`src/rtl/cache_types.sv`:
```
// Shared cache-coherence types and constants for the snoop bus arbiter.
package cache_types;

  localparam int unsigned NUM_CACHE     = 4;
  localparam int unsigned SNOOP_TIMEOUT = 8;

  typedef enum logic [1:0] {
    IDLE  = 2'd0,
    GRANT = 2'd1,
    WAIT  = 2'd2
  } arb_state_t;

endpackage

```
`src/rtl/rr_pick.sv`:
```
// Circular priority pick: first set req bit strictly after ptr, wrapping round.
module rr_pick
  import cache_types::*;
#(
  parameter int unsigned NUM_NODES = NUM_CACHE
) (
  input  logic [NUM_NODES-1:0]         req,
  input  logic [$clog2(NUM_NODES)-1:0] ptr,
  output logic [$clog2(NUM_NODES)-1:0] winner_c,
  output logic                         valid_c
);

  localparam int unsigned IDX_W = $clog2(NUM_NODES);

  logic [IDX_W-1:0] idx;

  // Scan from farthest to nearest so the nearest hit after ptr is the one kept.
  always_comb begin
    winner_c = '0;
    valid_c  = 1'b0;
    idx      = '0;
    for (int unsigned i = NUM_NODES; i >= 1; i--) begin
      idx = IDX_W'((32'(ptr) + i) % NUM_NODES);
      if (req[idx]) begin
        winner_c = idx;
        valid_c  = 1'b1;
      end
    end
  end

endmodule

```
`src/rtl/snoop_arbiter.sv`:
```
// Round-robin snoop bus arbiter: one-cycle grant pulse, wait for done or time out.
module snoop_arbiter
  import cache_types::*;
#(
  parameter int unsigned NUM_NODES = NUM_CACHE,
  parameter int unsigned TIMEOUT   = SNOOP_TIMEOUT
) (
  input  logic                         clk,
  input  logic                         rst,
  input  logic [NUM_NODES-1:0]         req,
  input  logic                         done,
  output logic [NUM_NODES-1:0]         gnt,
  output logic                         busy,
  output logic [$clog2(NUM_NODES)-1:0] owner,
  output logic                         timeout
);

  localparam int unsigned IDX_W = $clog2(NUM_NODES);
  localparam int unsigned CNT_W = $clog2(TIMEOUT + 1);

  arb_state_t       state_q, state_d;
  logic [IDX_W-1:0] ptr_q, ptr_d;
  logic [CNT_W-1:0] cnt_q, cnt_d;
  logic [NUM_NODES-1:0] gnt_d;
  logic [IDX_W-1:0] owner_d;
  logic             timeout_d;
  logic             busy_d;
  logic [IDX_W-1:0] pick_winner;
  logic             pick_valid;

  rr_pick #(.NUM_NODES(NUM_NODES)) u_pick (
    .req      (req),
    .ptr      (ptr_q),
    .winner_c (pick_winner),
    .valid_c  (pick_valid)
  );

  // State and registered outputs; ptr resets to the last node so node 0 wins first.
  always_ff @(posedge clk) begin
    if (rst) begin
      state_q <= IDLE;
      ptr_q   <= IDX_W'(NUM_NODES - 1);
      cnt_q   <= '0;
      gnt     <= '0;
      busy    <= 1'b0;
      owner   <= '0;
      timeout <= 1'b0;
    end else begin
      state_q <= state_d;
      ptr_q   <= ptr_d;
      cnt_q   <= cnt_d;
      gnt     <= gnt_d;
      busy    <= busy_d;
      owner   <= owner_d;
      timeout <= timeout_d;
    end
  end

  // Next state; the grant pulse is launched on the IDLE->GRANT transition.
  always_comb begin
    state_d   = state_q;
    ptr_d     = ptr_q;
    cnt_d     = cnt_q;
    gnt_d     = '0;
    owner_d   = owner;
    timeout_d = timeout;
    case (state_q)
      IDLE: begin
        if (pick_valid) begin
          state_d = GRANT;
          gnt_d   = NUM_NODES'(1) << pick_winner;
          owner_d = pick_winner;
          ptr_d   = pick_winner;
          cnt_d   = '0;
        end
      end
      GRANT: begin
        state_d = done ? IDLE : WAIT;
      end
      WAIT: begin
        if (done) begin
          state_d = IDLE;
        end else begin
          cnt_d = cnt_q + CNT_W'(1);
          // Done on the same cycle wins, so expiry is only checked here.
          if (cnt_q == CNT_W'(TIMEOUT - 1)) begin
            timeout_d = 1'b1;
            state_d   = IDLE;
          end
        end
      end
      default: state_d = IDLE;
    endcase
    busy_d = (state_d != IDLE);
  end

  always_ff @(posedge clk) begin
    if (!rst) begin
      assert ($onehot0(gnt));
      assert ((gnt == '0) || (state_q == GRANT));
      assert (busy == (state_q != IDLE));
    end
  end

endmodule

```
`config.mk`:
```
export PLATFORM = sky130hd
export DESIGN_NAME = snoop_arbiter
export DESIGN_NICKNAME = d
export VERILOG_FILES = /design/src/rtl/cache_types.sv /design/src/rtl/rr_pick.sv /design/src/rtl/snoop_arbiter.sv
export SDC_FILE = /design/constraint.sdc
export NUM_CORES = 1
export LEC_CHECK = 0
export CAP_MARGIN = 40
export CORE_MARGIN = 1.5
export CORE_UTILIZATION = 40
export DETAILED_ROUTE_END_ITERATION = 10
export SLEW_MARGIN = 20
export SYNTH_ARGS = -nofsm -noshare
export SYNTH_HDL_FRONTEND = slang
export SYNTH_SLANG_ARGS = --single-unit
```
`constraint.sdc`:
```
create_clock -name clk -period 3.5 [get_ports clk]
set_input_delay 0.35 -clock clk [delete_from_list [all_inputs] [get_ports clk]]
set_output_delay 0.35 -clock clk [all_outputs]
set_load 0.02 [all_outputs]
```
==> results.md <==
- After routing, the total negative slack on setup checks comes to 0 ns.
- The most used flip-flop cell after synthesis is sky130_fd_sc_hd__dfxtp_1.
- The library cells used most frequently in the layout, excluding fill and tap cells, are 16 x sky130_fd_sc_hd__dfxtp_1, 14 x sky130_fd_sc_hd__clkdlybuf4s50_1, 7 x sky130_fd_sc_hd__a21oi_1.
- The data arrival time of the worst path is 1.89 ns.
- The critical path class is input port to flip-flop.
- The share of the synthesized area in the top cell type is 0.4176.
- The part of the cycle the worst path needs is 0.4787.
- The hold buffer count at cts is 0.
- Counting flops with an async set or reset pin after synthesis yields a share of 0.
- The detailed-route DRC error count is 0.
- The area growth from synthesis to layout is 25.61%.
- The overall routed net length is between 1.5 and 2 mm.
- The via count of the first global-routing pass was 594.
- The total cell area at the placement stage is 927.1 um^2.
- The initial antenna violation count is 0.
- The die covers ~0.0022 mm^2.
- The number of endpoints with negative hold slack in the final report is 0.
- Clock skew on the completed layout was measured at roughly 0.0064 ns.
- Routability-driven placement finished with a final weighted congestion of about 0.77.
- The port buffer count is 14.
- The number of maximum-capacitance constraint violations is 0.
- The area taken by flip-flops and latches is about 320 um^2.
- The core region is 0.001764 mm^2.
- The clock latency of the later-clocked register in the worst-skew pair is around 0.29 ns.
- The net count of the mapped netlist is 92.
- The finished cells cover just under 0.001 mm^2.
- STA classifies the critical path endpoint as a flip-flop.
- In this run, CTS created clock tree buffers numbering 3.
- Using the TritonRoute via totals, the vias-per-cell ratio works out to around 5.6.
- The clock tree from TritonCTS is yes.
- The proportion of synthesized chip area in sequential cells is 0.4176.
- The clock sink count is 16.
- Yosys mapped a number of flops with a built-in enable equal to 0.
- The tightest slew margin relative to the limit is 0.5999.
- Setup repair after global routing left no endpoint under its margin.
- The worst-case clock buffer depth is 2.
- Entering global routing, the biggest net connects 12 pins.
- The path class of the lowest-slack min-delay path is flip-flop to flip-flop.
- The footprint of the multi-input gates is about 420 um^2.
- Once the clock tree was built, the setup fixing pass inserted 0 buffers.
- From left edge to right edge, the die measures about 47 um.
- The maximum fanout along the worst path is 7.
- IR analysis of the VDD net gives a maximum drop of 0.2105 mV.
- The combinational family with the most area after synthesis is compound AO/OA/AOI/OAI gates.
- The biggest area contributor in the post-synthesis netlist is sky130_fd_sc_hd__dfxtp_1.
- Post-CTS repair changed the size of 0 cells.
- Once detailed placement completed, the half-perimeter wirelength came to 1.163 mm.
- The count of nets left with antenna violations once routing finished came out at 0.
- The required arrival time at the worst endpoint is 3.71 ns.
- The number of optimization iterations in the first detailed-route pass is 4.
- The vertical die dimension is 46.79 um.
- The share of the synthesized area in compound gates (AO/OA/AOI/OAI) is 0.2724.
- The mean instance size in the synthesized netlist is 9.131 um^2.
- The power per standard cell area is 435.4 mW/mm^2.
- The post-CTS clock slew at the launch and capture registers of the worst setup and hold paths is 0.10 ns.
- In the final design database the tool counted 108 nets.
- The run finished with clean final reports.
- The detailed router placed slightly below 700 vias in this run.
- The unique cell type count in the Yosys netlist is 39.
- Leaving out fill and tap cells, the most frequent cell in the layout is sky130_fd_sc_hd__dfxtp_1.
- The fraction of the core area covered by cells at the end of the flow is 0.5461.
- Based on the critical path, the design can be clocked at up to 0.5969 GHz.
- For this design the top-level I/O count stands at 15.
- Of the total synthesized cell area, the portion taken by XOR and XNOR cells is 0.01142.
- Counting the fill cells in the layout gives 172.
- In this run the number of H-tree levels came out at 1.
- After detailed routing, the average wire length per cell comes to about 13 um.
- The actual slew at the worst max-slew pin is between 0.5 and 0.6 ns.
- For this block, the initial DRC count from the detailed router was 15.
- Global routing finished with a remaining overflow of 0.
- The floorplan has 15 rows.
- The first global-routing pass estimated about 2.6 mm of wire.
- For this configuration, the core starts out at a cell density of 0.4348.
- The portion of synthesized area spent on multiplexers is 0.01468.
- For the finished layout, the period the worst path requires is about 1.7 ns.
- The number of cells produced by synthesis is 84.
- The final count of pins violating max slew is 0.
- Setup violations remaining at the end of the flow were counted as 0.
- By area the synthesized netlist is led by sky130_fd_sc_hd__dfxtp_1 42%, sky130_fd_sc_hd__a21oi_1 4.6%, sky130_fd_sc_hd__a211oi_1 3.9%.
- For this run, the number of Yosys warnings is 0.
- The tree is rooted in a sky130_fd_sc_hd__clkbuf_4.
- The number of register bits inferred by synthesis is 16.
- The number of diodes is 0.
- Of the total synthesized cell area, the portion taken by full adders, half adders and majority gates is 0.01631.
- In the final layout, the share of cells above drive strength 1 is 0.1111.
- For this design the static power due to leakage is 0.3441 nW.
- The synthesized netlist occupies a cell area of between 700 and 800 um^2.
- For this run, the total global-route usage over all layers was measured as 0.1692.
- Of the total synthesized cell area, the portion taken by AND, OR, NAND and NOR gates is 0.2333.
- The worst setup path is launched from an input port.
==> Yosys cell counts (2+ instances only) <==
cell type,instances
sky130_fd_sc_hd__dfxtp_1,16
sky130_fd_sc_hd__a21oi_1,7
sky130_fd_sc_hd__nand2_1,6
sky130_fd_sc_hd__a211oi_1,4
sky130_fd_sc_hd__inv_1,4
sky130_fd_sc_hd__nor2_1,4
sky130_fd_sc_hd__clkbuf_1,3
sky130_fd_sc_hd__and3b_1,2
sky130_fd_sc_hd__nand3_1,2
sky130_fd_sc_hd__nor2b_1,2
sky130_fd_sc_hd__nor3_1,2
sky130_fd_sc_hd__nor4_1,2
sky130_fd_sc_hd__o211ai_1,2
sky130_fd_sc_hd__o31ai_1,2
sky130_fd_sc_hd__or3_1,2
==> layer usage <==
metal  vias up  GRT usage  part of all wire
met2        12     0.2274              0.42
met4         0    0.06667             0.011
met5         -          0                 0
met1       321     0.2619              0.53
li1        352          -                 -
met3         4    0.03462             0.043
==> per-stage QoR <==
step | hold slack, ns | setup WS (ns) | instances | power (mW)
detailed placement | 0.4653 | 1.526 | 120 | 0.2986
global placement | 0.4509 | 1.531 | 120 | 0.3007
finish | 0.4807 | 1.825 | 124 | 0.4195
floorplan | 0.4228 | 2.116 | 84 | 0.2647
global route | 0.5373 | 1.742 | 124 | 0.4392
CTS | 0.4888 | 1.825 | 124 | 0.4202
==> sequential cells by signal, summed over array words and instances (netlist names) <==
name     flops
cnt_q        4
gnt          4
owner        2
ptr_q        2
state_q      2
busy         1
timeout      1
==> report_power, final <==
group	switching, mW	internal, mW	leakage (nW)
logic	0.0482	0.0413	0.192
registers	0.0115	0.195	0.131
clock network	0.0605	0.0633	0.0210
==> kinds of logic (layout without fill, tap and decap cells) <==
| family | count (synthesis) | in the layout |
|---|---|---|
| buffers and inverters | 7 | 22 |
| flip-flops | 16 | 16 |
| adder cells (fa/ha/maj) | 1 | 1 |
| AO/OA/AOI/OAI | 29 | 29 |
| multiplexers | 1 | 1 |
| XOR/XNOR | 1 | 1 |
| AND/OR/NAND/NOR | 29 | 29 |
==> layout make-up <==
type                            count  share of cell area
Multi-Input combinational cell     61              0.4364
Sequential cell                    16              0.3325
Timing Repair Buffer               14              0.1455
Clock buffer                        4             0.03766
Tap cell                           25             0.03247
Inverter                            4             0.01558
==> final timing paths <==
kind                    from        to  slack, ns  depth (start not counted)
setup / recovery        done  cnt_q[3]       1.82                          4
hold / removal       timeout   timeout       0.48                          2
setup reg to reg  state_q[0]  cnt_q[3]       1.98                          3
hold reg to reg      timeout   timeout       0.48                          2
==> worst max-delay path, cell delays in order <==
cell and delay, ns:
sky130_fd_sc_hd__clkdlybuf4s50_1 0.52, sky130_fd_sc_hd__or3b_4 0.44, sky130_fd_sc_hd__or3_1 0.37, sky130_fd_sc_hd__a211oi_2 0.21
Note: power is estimated with default switching activity, not from simulation.
